<file path="src/rtl/bus_pkg.sv">
// Shared definitions for the request/finish bus initiator: widths, FSM encoding
// and the default watchdog limit.
package bus_pkg;

   localparam int ADDR_W          = 16;
   localparam int DATA_W          = 8;
   localparam int TIMEOUT_DEFAULT = 255;

   typedef enum logic {
      ST_IDLE = 1'b0,
      ST_BUSY = 1'b1
   } state_t;

endpackage

</file>
<file path="src/rtl/bus_master_if.sv">
// Client request/response handshake plus responder-side bus signals.
// master = initiator view, slave = client and responder view.
interface bus_master_if;
   import bus_pkg::*;

   // Client handshake: a request transfers on a rising edge where req_valid and
   // req_ready are both high; rsp_valid is a one-cycle pulse with no back-pressure.
   logic              req_valid;
   logic              req_ready;
   logic              req_rw;
   logic [ADDR_W-1:0] req_addr;
   logic [DATA_W-1:0] req_wdata;
   logic              rsp_valid;
   logic [DATA_W-1:0] rsp_rdata;
   logic              rsp_err;

   logic              Cmd;
   logic              RW;
   logic [ADDR_W-1:0] Addr;
   logic [DATA_W-1:0] WData;
   logic [DATA_W-1:0] RData;
   logic              Finish;

   modport master (
      input  req_valid, req_rw, req_addr, req_wdata, RData, Finish,
      output req_ready, rsp_valid, rsp_rdata, rsp_err, Cmd, RW, Addr, WData
   );

   modport slave (
      output req_valid, req_rw, req_addr, req_wdata, RData, Finish,
      input  req_ready, rsp_valid, rsp_rdata, rsp_err, Cmd, RW, Addr, WData
   );

endinterface

</file>
<file path="src/rtl/bus_watchdog.sv">
// Cycle counter for the optional transaction watchdog (BUS_MASTER_TIMEOUT_EN).
// o_expired fires in the cycle whose increment would reach LIMIT.
module bus_watchdog #(
   parameter int unsigned LIMIT = 255
) (
   input  logic clk,
   input  logic rst_n,
   input  logic i_clear,
   input  logic i_en,
   output logic o_expired
);

   logic [15:0] r_count;
   logic [15:0] w_count_inc;

   assign w_count_inc = r_count + 16'd1;
   assign o_expired   = i_en && (w_count_inc == LIMIT[15:0]);

   always_ff @(posedge clk or negedge rst_n) begin
      if (!rst_n) begin
         r_count <= '0;
      end else if (i_clear) begin
         r_count <= '0;
      end else if (i_en) begin
         r_count <= w_count_inc;
      end
   end

endmodule

</file>
<file path="src/rtl/bus_master.sv">
// Single-outstanding initiator for the request/finish bus.
// Define BUS_MASTER_TIMEOUT_EN to abort transactions after TIMEOUT cycles without Finish.
module bus_master
   import bus_pkg::*;
#(
   parameter int unsigned TIMEOUT = TIMEOUT_DEFAULT
) (
   input  logic         clk,
   input  logic         rst_n,
   bus_master_if.master bus,
   output state_t       o_state
);

   state_t            r_state;
   state_t            w_state_nxt;

   logic              r_cmd;
   logic              r_rw;
   logic [ADDR_W-1:0] r_addr;
   logic [DATA_W-1:0] r_wdata;
   logic              r_rsp_valid;
   logic [DATA_W-1:0] r_rsp_rdata;
   logic              r_rsp_err;

   logic              w_cmd_nxt;
   logic              w_rw_nxt;
   logic [ADDR_W-1:0] w_addr_nxt;
   logic [DATA_W-1:0] w_wdata_nxt;
   logic              w_rsp_valid_nxt;
   logic [DATA_W-1:0] w_rsp_rdata_nxt;
   logic              w_rsp_err_nxt;

   logic              w_accept;
   logic              w_timeout;

   assign w_accept = (r_state == ST_IDLE) && bus.req_valid;

`ifdef BUS_MASTER_TIMEOUT_EN
   // Finish masks the enable, so a completion in the expiry cycle wins.
   bus_watchdog #(.LIMIT(TIMEOUT)) u_watchdog (
      .clk       (clk),
      .rst_n     (rst_n),
      .i_clear   (w_accept),
      .i_en      ((r_state == ST_BUSY) && !bus.Finish),
      .o_expired (w_timeout)
   );
`else
   logic w_unused_timeout;
   assign w_unused_timeout = ^TIMEOUT;
   assign w_timeout        = 1'b0;
`endif

   always_ff @(posedge clk or negedge rst_n) begin
      if (!rst_n) begin
         r_state <= ST_IDLE;
      end else begin
         r_state <= w_state_nxt;
      end
   end

   always_comb begin
      w_state_nxt = r_state;
      case (r_state)
         ST_IDLE: if (bus.req_valid)            w_state_nxt = ST_BUSY;
         ST_BUSY: if (bus.Finish || w_timeout)  w_state_nxt = ST_IDLE;
         default:                               w_state_nxt = ST_IDLE;
      endcase
   end

   // Cmd falls on the same edge that samples Finish so a responder never repeats it.
   always_comb begin
      w_cmd_nxt       = r_cmd;
      w_rw_nxt        = r_rw;
      w_addr_nxt      = r_addr;
      w_wdata_nxt     = r_wdata;
      w_rsp_valid_nxt = 1'b0;
      w_rsp_rdata_nxt = r_rsp_rdata;
      w_rsp_err_nxt   = r_rsp_err;
      case (r_state)
         ST_IDLE: begin
            if (bus.req_valid) begin
               w_cmd_nxt   = 1'b1;
               w_rw_nxt    = bus.req_rw;
               w_addr_nxt  = bus.req_addr;
               w_wdata_nxt = bus.req_wdata;
            end
         end
         ST_BUSY: begin
            if (bus.Finish) begin
               w_cmd_nxt       = 1'b0;
               w_rsp_valid_nxt = 1'b1;
               w_rsp_err_nxt   = 1'b0;
               w_rsp_rdata_nxt = r_rw ? '0 : bus.RData;
            end else if (w_timeout) begin
               w_cmd_nxt       = 1'b0;
               w_rsp_valid_nxt = 1'b1;
               w_rsp_err_nxt   = 1'b1;
               w_rsp_rdata_nxt = '0;
            end
         end
         default: begin
            w_cmd_nxt = 1'b0;
         end
      endcase
   end

   always_ff @(posedge clk or negedge rst_n) begin
      if (!rst_n) begin
         r_cmd       <= 1'b0;
         r_rw        <= 1'b0;
         r_addr      <= '0;
         r_wdata     <= '0;
         r_rsp_valid <= 1'b0;
         r_rsp_rdata <= '0;
         r_rsp_err   <= 1'b0;
      end else begin
         r_cmd       <= w_cmd_nxt;
         r_rw        <= w_rw_nxt;
         r_addr      <= w_addr_nxt;
         r_wdata     <= w_wdata_nxt;
         r_rsp_valid <= w_rsp_valid_nxt;
         r_rsp_rdata <= w_rsp_rdata_nxt;
         r_rsp_err   <= w_rsp_err_nxt;
      end
   end

   assign bus.req_ready = (r_state == ST_IDLE);
   assign bus.Cmd       = r_cmd;
   assign bus.RW        = r_rw;
   assign bus.Addr      = r_addr;
   assign bus.WData     = r_wdata;
   assign bus.rsp_valid = r_rsp_valid;
   assign bus.rsp_rdata = r_rsp_rdata;
   assign bus.rsp_err   = r_rsp_err;
   assign o_state       = r_state;

endmodule

</file>
<file path="src/flat_wrapper.sv">
// flat-port wrapper written by rule: the top's interface ports become plain ports
module bus_master_flat import bus_pkg::*;
#(
   parameter int unsigned TIMEOUT = TIMEOUT_DEFAULT
)
  (clk, rst_n, o_state, bus_req_valid, bus_req_rw, bus_req_addr, bus_req_wdata, bus_RData, bus_Finish, bus_req_ready, bus_rsp_valid, bus_rsp_rdata, bus_rsp_err, bus_Cmd, bus_RW, bus_Addr, bus_WData);
  bus_master_if bus_i ();
  input  logic clk;
  input  logic rst_n;
  output state_t o_state;
  input wire logic [$bits(bus_i.req_valid)-1:0] bus_req_valid;
  input wire logic [$bits(bus_i.req_rw)-1:0] bus_req_rw;
  input wire logic [$bits(bus_i.req_addr)-1:0] bus_req_addr;
  input wire logic [$bits(bus_i.req_wdata)-1:0] bus_req_wdata;
  input wire logic [$bits(bus_i.RData)-1:0] bus_RData;
  input wire logic [$bits(bus_i.Finish)-1:0] bus_Finish;
  output wire logic [$bits(bus_i.req_ready)-1:0] bus_req_ready;
  output wire logic [$bits(bus_i.rsp_valid)-1:0] bus_rsp_valid;
  output wire logic [$bits(bus_i.rsp_rdata)-1:0] bus_rsp_rdata;
  output wire logic [$bits(bus_i.rsp_err)-1:0] bus_rsp_err;
  output wire logic [$bits(bus_i.Cmd)-1:0] bus_Cmd;
  output wire logic [$bits(bus_i.RW)-1:0] bus_RW;
  output wire logic [$bits(bus_i.Addr)-1:0] bus_Addr;
  output wire logic [$bits(bus_i.WData)-1:0] bus_WData;
  assign bus_i.req_valid = bus_req_valid;
  assign bus_i.req_rw = bus_req_rw;
  assign bus_i.req_addr = bus_req_addr;
  assign bus_i.req_wdata = bus_req_wdata;
  assign bus_i.RData = bus_RData;
  assign bus_i.Finish = bus_Finish;
  assign bus_req_ready = bus_i.req_ready;
  assign bus_rsp_valid = bus_i.rsp_valid;
  assign bus_rsp_rdata = bus_i.rsp_rdata;
  assign bus_rsp_err = bus_i.rsp_err;
  assign bus_Cmd = bus_i.Cmd;
  assign bus_RW = bus_i.RW;
  assign bus_Addr = bus_i.Addr;
  assign bus_WData = bus_i.WData;
  bus_master #(.TIMEOUT(TIMEOUT)) u_core (.clk(clk), .rst_n(rst_n), .bus(bus_i), .o_state(o_state));
endmodule
</file>
<file path="config.mk">
export PLATFORM = sky130hd
export DESIGN_NAME = bus_master_flat
export DESIGN_NICKNAME = d
export VERILOG_FILES = /design/src/rtl/bus_pkg.sv /design/src/rtl/bus_master_if.sv /design/src/rtl/bus_watchdog.sv /design/src/rtl/bus_master.sv /design/src/flat_wrapper.sv
export SDC_FILE = /design/constraint.sdc
export NUM_CORES = 1
export LEC_CHECK = 0
export ABC_AREA = 1
export CELL_PAD_IN_SITES_DETAIL_PLACEMENT = 0
export CELL_PAD_IN_SITES_GLOBAL_PLACEMENT = 2
export CORE_ASPECT_RATIO = 0.5
export CORE_MARGIN = 2
export CORE_UTILIZATION = 21
export CTS_CLUSTER_DIAMETER = 30
export CTS_CLUSTER_SIZE = 25
export DETAILED_ROUTE_END_ITERATION = 8
export GPL_ROUTABILITY_DRIVEN = 0
export PLACE_DENSITY_LB_ADDON = 0.1
export SKIP_LAST_GASP = 1
export SYNTH_ARGS = -nofsm -noshare
export SYNTH_HDL_FRONTEND = slang
export SYNTH_HIERARCHICAL = 1
export SYNTH_SLANG_ARGS = --single-unit
</file>
<file path="constraint.sdc">
create_clock -name clk -period 1.1 [get_ports clk]
set_input_delay 0.275 -clock clk [delete_from_list [all_inputs] [get_ports clk]]
set_output_delay 0.275 -clock clk [all_outputs]
set_load 0.03 [all_outputs]
</file>
* Word level (Yosys, flattened, before mapping)
Cells that the tools add are included.
** Operators by class
- $add $sub $neg :: 0
- $mul :: 0
- Divide/modulo/power cells :: 0
- Order comparisons :: 0
- Equal/unequal tests :: 2
- Shifts and indexed selects :: 0
- Muxes and demuxes :: 9
- Bitwise operators :: 1
- Reduce and logical (&&, ||, !) cells :: 3
** Operator list (number)
- $mux 8 :: 1
- $mux 1 :: 6
- $reduce_and 2->1 :: 3
- $ne 2x2->1 const B :: 2
- $pmux 1 s2 :: 2
- $not 1->1 :: 1
** Storage, ports and cells
- Bits in registers :: 36
- Bits in latches :: 0
- Bits in writable memories :: 0
- Bits in read-only memories :: 0
- Bits of input ports :: 37
- Output and inout port bits :: 38
- Logic and storage cells :: 22
- Memories :: 0

* Longest topological paths before layout
- Word-level depth :: 3
- Mapped depth :: 5

* Worst setup path after synthesis
No wires, ideal clock.
- Path type :: reg-to-reg
- Start :: reg u_core.r_state, in the netlist u_core/o_state
- End :: reg u_core.r_state, in the netlist u_core/o_state
- Arrival time :: 1.118 ns
- Required time :: 0.971 ns
- Slack :: -0.147 ns
- Cell stages (with the launch flop) :: 5
- Buffers on the path :: 1
- Period minus slack after synthesis :: 1.247 ns
- Cell sequence :: dfrtp_1 inv_2 nand2_4 buf_6 o21ai_0
** On the way
- Word-level cells in the longest chain between the ends :: 2
** Ends and longest elaborated chain
- start, declared :: line bus_master.sv:14 : state_t r_state;
- start signal, assigned :: line bus_master.sv:57 : r_state <= w_state_nxt;
- $not 1->1 (no line)
- net bus_req_ready :: line flat_wrapper.sv:17 : output wire logic [$bits(bus_i.req_ready)-1:0] bus_req_ready;
- $pmux 1 s2 :: line bus_master.sv:63 : case (r_state)
- net u_core.w_state_nxt :: line bus_master.sv:15 : state_t w_state_nxt;
The timed path passes the listed nets, and every way through them passes these cells.
A chain may end at the register's enable or synchronous reset.

* Worst setup path in the final report
- Start :: reg u_core.r_state, in the netlist u_core/o_state
- End :: out bus_req_ready
** On the way
- Word-level cells in the longest chain between the ends :: 1
** Ends and longest elaborated chain (line)
- $not 1->1 (no line)
- end, declared :: flat_wrapper.sv:17
Every way passes these cells.

==> flow_summary.toml <==
[outcome]
status = "finished with violations"
violations = "negative setup slack"

[layout]
final_util = 0.395
n_antenna_cell = 0
drive_above_1_share = 0.296
area_delta_synth_final_pct = 82.9
fin_area_sq_mm = 0.00261
finalNetCount = 279
fin_cells = 335
fillCellCount = 690

[timing]
timing.fmax_ghz = 0.852
finClkSkew_ns = 0.00326
finalSetupViolations = 2
finalCritPeriodShare = 1.07
hold_viol_final = 0
holdWs_ns = 0.494
fin_crit_ns = 1.17
layout_setup_ws_ns = -0.0731
drv_slew = 0
fin_tns_setup_ns = -0.124
rsz0062_at_grt = "true"

[clock_tree]
tritoncts = "built"
clkSinkCount = 36
clockBufferDepth = 2
clockRootBuffer = "clkbuf_16"
cts-buffers-inserted = 5
htree_levels = 2
clk_latency_ns = 0.27
clkTransAtPathRegs_ns = 0.05

[yosys]
ys_warn_count = 6
yosys.area_share.simple = 0.264
ys.flop_type = "dfrtp_1"
ys_top_cells_by_area = "dfrtp_1 63%, nand2_1 23%, o21ai_0 2.5%, buf_6 2.4%, nand2_2 1.8%"
yosys.area.top_type_share = 0.630
synth_edf_count = 0
synthXorXnorAreaFrac = 0
yosysUniqueCellTypes = 15
ys_async_sr_fraction = 1.00
yosys.area.top_type = "dfrtp_1"
synth_commonest_cells = "88 x nand2_1, 36 x dfrtp_1, 7 x o21ai_0"
synthMuxAreaShare = 0
synthAdderAreaFrac = 0
ys_ff_latch = 36
synth_nets = 189
syn_area_sq_mm = 0.00143
syn_area_per_cell_sq_um = 9.40
synth_top_family_by_area = "simple AND/OR/NAND/NOR gates"
syn_inst = 152
yosysMostFrequentCell = "nand2_1"
synth-compound-area-share = 0.0403
yosysSeqAreaShare = 0.630

[job]
cap_violations = 0

[critical_path]
path_cells = "inv_4 -> buf_6"
crit_fanout = 3
cpPeakStageDelay_ns = 0.43
cp-start-kind = "flop"
cp_data_required_time_ns = 0.82
crit_slowest_cell = "dfrtp_2"
critPathCaptureType = "output pin"
critPathKind = "flop to output pin"
reg2reg_depth = 5
arrival_ns = 0.90

[grt]
grt_pass1_vias = 1311
grt_pass1_wl_mm = 6.31
antenna_found_initial = 0
grtUsageTotal = 0.107
grt.overflow.total = 0
grt_max_degree = 37

[pwr]
switchingPower_mw = 1.78
leakagePower_nw = 1.31
p_int_mw = 3.45
vdd_drop_max_v = 0.000668
power_frac_seq = 0.346
pwr-share-comb = 0.387
p_per_area_mw_per_mm2 = 2000
p_total_mw = 5.23
clkPwrFrac = 0.267
swShare = 0.341

[detailed_routing]
drtAntennaViolNets = 0
drt-initial-drc-count = 41
dr.pass1.iters = 4
vias = 1284
routedWlPerCell_um = 12.0
totalWireLength_mm = 4.02
vias_per_cell = 3.83
drcViolationCount = 0

[floorplanning]
num_rows = 21
die_area_sq_mm = 0.00752
die_w_um = 121
io_pins = 75
core_sq_mm = 0.00662
start_util = 0.216
die-height_um = 62.3

[placed_design]
postPlaceCellArea_sq_mm = 0.00215
dp_slack_ns = -0.284
dp_hpwl_mm = 2.44
dp.cells = 313
numPortBuffers = 73

[hold_path]
hp-class = "primary input to asynchronous set/reset pin"
## final cells by class
| cell class | count | area [sq um] | area share |
|---|---|---|---|
| Inverter | 5 | 21.3 | 0.00814 |
| Timing Repair Buffer | 88 | 953 | 0.365 |
| Multi-Input combinational cell | 106 | 473 | 0.181 |
| Tap cell | 92 | 115 | 0.0440 |
| Sequential cell | 36 | 902 | 0.345 |
| Clock inverter | 2 | 10.0 | 0.00383 |
| Clock buffer | 6 | 139 | 0.0531 |
## metal layers
metal,part of all wire,track usage
met4,0.0060,0.0262
met2,0.46,0.171
met1,0.48,0.139
met5,0,0
met3,0.055,0.0386
## power by group through the flow
stage               Combinational (mW)  Sequential [mW]  Clock, mW
finish                            2.02             1.81       1.40
CTS                               1.88             1.81       1.47
global placement                  1.64             1.80          0
floorplan                        0.387             2.35          0
global route                      2.16             1.85       1.53
detailed placement                1.66             1.79          0
## registers in the layout, indices dropped and copies added (netlist names)
register,count
u_core/bus.Addr,16
u_core/bus.Cmd,1
u_core/bus.RW,1
u_core/bus.WData,8
u_core/bus.rsp_rdata,8
u_core/bus.rsp_valid,1
u_core/o_state,1
## cells by family (layout without fill, tap and decap cells)
| logic type | count (synthesis) | after routing |
|---|---|---|
| AOI/OAI and AO/OA | 10 | 10 |
| buffers and inverters | 11 | 101 |
| DFF | 36 | 36 |
| other | 1 | 1 |
| and+or+nand+nor | 94 | 95 |
## what timing repair did
action | in CTS | in global routing
endpoints found under the hold margin | 36 | 0
resized for setup | 32 | 8
endpoints found under the setup margin | 33 | 67
pin swaps | 0 | 1
setup buffers | 4 | 7
hold buffers | 1 | 0
gates cloned | 0 | 2
## final timing paths
path	start	end	slack, ns
worst max register to register	u_core/o_state$_DFF_PN0_	u_core/bus.Addr[5]$_DFFE_PN0P_	0.01
max in group asynchronous	rst_n	u_core/o_state$_DFF_PN0_	0.39
worst min-delay path	rst_n	u_core/bus.Addr[12]$_DFFE_PN0P_	0.49
worst max-delay path	u_core/o_state$_DFF_PN0_	bus_req_ready	-0.07
min in group clk	u_core/bus.rsp_rdata[6]$_DFFE_PN0P_	u_core/bus.rsp_rdata[6]$_DFFE_PN0P_	0.50
worst min register to register	u_core/bus.rsp_rdata[6]$_DFFE_PN0P_	u_core/bus.rsp_rdata[6]$_DFFE_PN0P_	0.50
## critical path, delay by kind of cell (launching register included)
family	cells	cell delay, ns
buf+inv	2	0.20
flops	1	0.43
## placed cells by master (no fill, tap or decap), types with 2 or more instances in the layout
cell type,instances
clkinv_2,2
nand2_2,3
inv_1,3
nand2_1,88
o21ai_0,7
clkdlybuf4s50_1,34
clkbuf_16,6
buf_4,10
buf_6,36
buf_12,4
o21ai_2,2
dfrtp_1,35
nand2_8,2
(Power assumes the default switching activity.)
==> RTL change (same settings) <==
`DATA_W`: 8 -> 7.
--- a/src/rtl/bus_pkg.sv
+++ b/src/rtl/bus_pkg.sv
@@ -3,7 +3,7 @@
 package bus_pkg;
 
    localparam int ADDR_W          = 16;
-   localparam int DATA_W          = 8;
+   localparam int DATA_W          = 7;
    localparam int TIMEOUT_DEFAULT = 255;
 
    typedef enum logic {
Ports: changed (resized bus_RData, bus_WData, bus_req_wdata and bus_rsp_rdata); port bits go from 75 to 71. No check against the original RTL was run, so the function may have changed too.
==> RTL change against the unedited design <==
The flow still finishes with violations (negative setup slack); hold slack better by 1.3 ps; sequential cell count shrank 2; cell count fell by 4.2%; via count decreased by 5.8%; area after synthesis fell by 6.7%; setup slack worse by 13 ps; first-iteration DRC count stayed put; die area down 6.3%; clock skew is essentially flat; utilization up 0.55 points; routed wire length decreased by 7.4%; sequential power is 5% lower; total power down 4.4%; design area down 6.5%.
==> RTL change: results (changes against the unedited design) <==
| Metric | Value |
|---|---|
| Status | `complete, but fails checks (unchanged)` |
| Failing checks | `negative setup slack (unchanged)` |
| Fillers | `658 (was 690)` |
| Sw Share | `34.0% (was 34.1%)` |
| Compound-Gate Fraction of Synth Area | `3.38% (was 4.03%)` |
| Area contributors post-synth | `dfrtp_1 (64%), nand2_1 (24%), buf_6 (4.2%) (was dfrtp_1 (63%), nand2_1 (23%), o21ai_0 (2.5%))` |
| CP Max Fanout | `4 (was 3)` |
| GR Util met3 | `5.09% (was 3.86%)` |
| Post-synth top cells | `nand2_1 (86), dfrtp_1 (34), buf_6 (5), o21ai_0 (5), inv_1 (4) (was nand2_1 (88), dfrtp_1 (36), o21ai_0 (7))` |
| Placed inst area | `2040 um2 (was 2150 um2)` |
| Setup-failing EPs final | `3 (was 2)` |
| Share of cells above drive strength 1 | `28.3% (was 29.6%)` |
| Post-synth cell types | `13 (was 15)` |
| Syn_nets | `179 (was 189)` |
| Power Total | `5.00 mW (was 5.23 mW)` |
| Fin worst setup slack | `-86.4 ps (was -73.1 ps)` |
| Avg Vias per Cell | `3.77 (was 3.83)` |
| CTS max path bufs | `2 (unchanged)` |
| Dpl hpwl | `2410 um (was 2440 um)` |
| Met1 usage | `13.5% (was 13.9%)` |
| Inst Count DP | `298 (was 313)` |
| Pleak | `1.23 nW (was 1.31 nW)` |
| CTS clock-pin slew for the worst setup and hold paths | `50 ps (about the same)` |
| Largest net degree at the start of global routing | `35 (was 37)` |
| IR Drop Worst-Case VDD | `646 uV (was 668 uV)` |
| Total combinational power | `1.87 mW (was 2.02 mW)` |
| Clock power frac | `28.1% (was 26.7%)` |
| Clk root buf | `clkbuf_16 (unchanged)` |
| Fin Setup TNS | `-171 ps (was -124 ps)` |
| Met2 WL | `1660 um (was 1850 um)` |
| Met2 Resource Use GR | `17.9% (was 17.1%)` |
| I/O Buffers | `69 (was 73)` |
| Post-synthesis sequential area ratio | `63.8% (was 63.0%)` |
| Metal3 WL | `283 um (was 220 um)` |
| Critical path arrival | `about 900 ps` |
| Pre-CTS setup slack | `-288 ps (was -284 ps)` |
| M1 wire length | `1750 um (was 1920 um)` |
| Total wire length | `3720 um (was 4020 um)` |
| Final Skew | `2.97 ps (was 3.26 ps)` |
| Vias in the first global route | `1258 (was 1311)` |
| First-pass GRT wire length | `5780 um (was 6310 um)` |
| Total track usage | `11.1% (was 10.7%)` |
| Mean Syn Cell Area | `9.26 um2 (was 9.40 um2)` |
| WL per Instance | `11.6 um (was 12.0 um)` |
| Final Net Count | `267 (was 279)` |
[RTL change: cell types whose count changed after synthesis]
| cell | delta |
|---|---|
| nand2_1 | -2 |
| clkbuf_8 | -1 |
| o21ai_1 | +3 |
| buf_8 | -1 |
| inv_2 | -1 |
| o21ai_2 | -2 |
| nand2_2 | -3 |
| o21ai_0 | -2 |
| inv_1 | +1 |
| dfrtp_1 | -2 |
| buf_6 | +2 |
[RTL change: path summary, 6_finish.rpt]
path                                                   end  cells after the start  slack [ps]                       startpoint
max                                          bus_req_ready                      2         -90         u_core/o_state$_DFF_PN0_
min in group clk           u_core/bus.Addr[12]$_DFFE_PN0P_                      2         500  u_core/bus.Addr[12]$_DFFE_PN0P_
min                         u_core/bus.Addr[0]$_DFFE_PN0P_                      3         490                            rst_n
max reg2reg                u_core/bus.WData[4]$_DFFE_PN0P_                      5          40         u_core/o_state$_DFF_PN0_
min reg2reg                u_core/bus.Addr[12]$_DFFE_PN0P_                      2         500  u_core/bus.Addr[12]$_DFFE_PN0P_
max in group asynchronous         u_core/o_state$_DFF_PN0_                      3         410                            rst_n
[RTL change: final cells by class]
cell class                      count  area (um2)  share of cell area, %
Timing Repair Buffer               87         900                   36.8
Sequential cell                    34         852                   34.9
Multi-Input combinational cell     99         409                   16.7
Clock buffer                        7         143                   5.84
Tap cell                           88         110                   4.51
Inverter                            5        25.0                   1.02
Clock inverter                      1        5.00                  0.205
[RTL change: repair_timing]
item | 4_1_cts | 5_1_grt
hold buffers | 1 | 0
gates cloned | 0 | 0
setup buffers | 4 | 10
resized for setup | 34 | 3
hold endpoints to repair | 34 | 0
setup endpoints to repair | 39 | 60
pin swaps | 1 | 0
[RTL change: tightest hold or removal path: cells and delay by family]
| family | cells | cell delay (ps) |
|---|---|---|
| buffers and inverters | 3 | 850 |
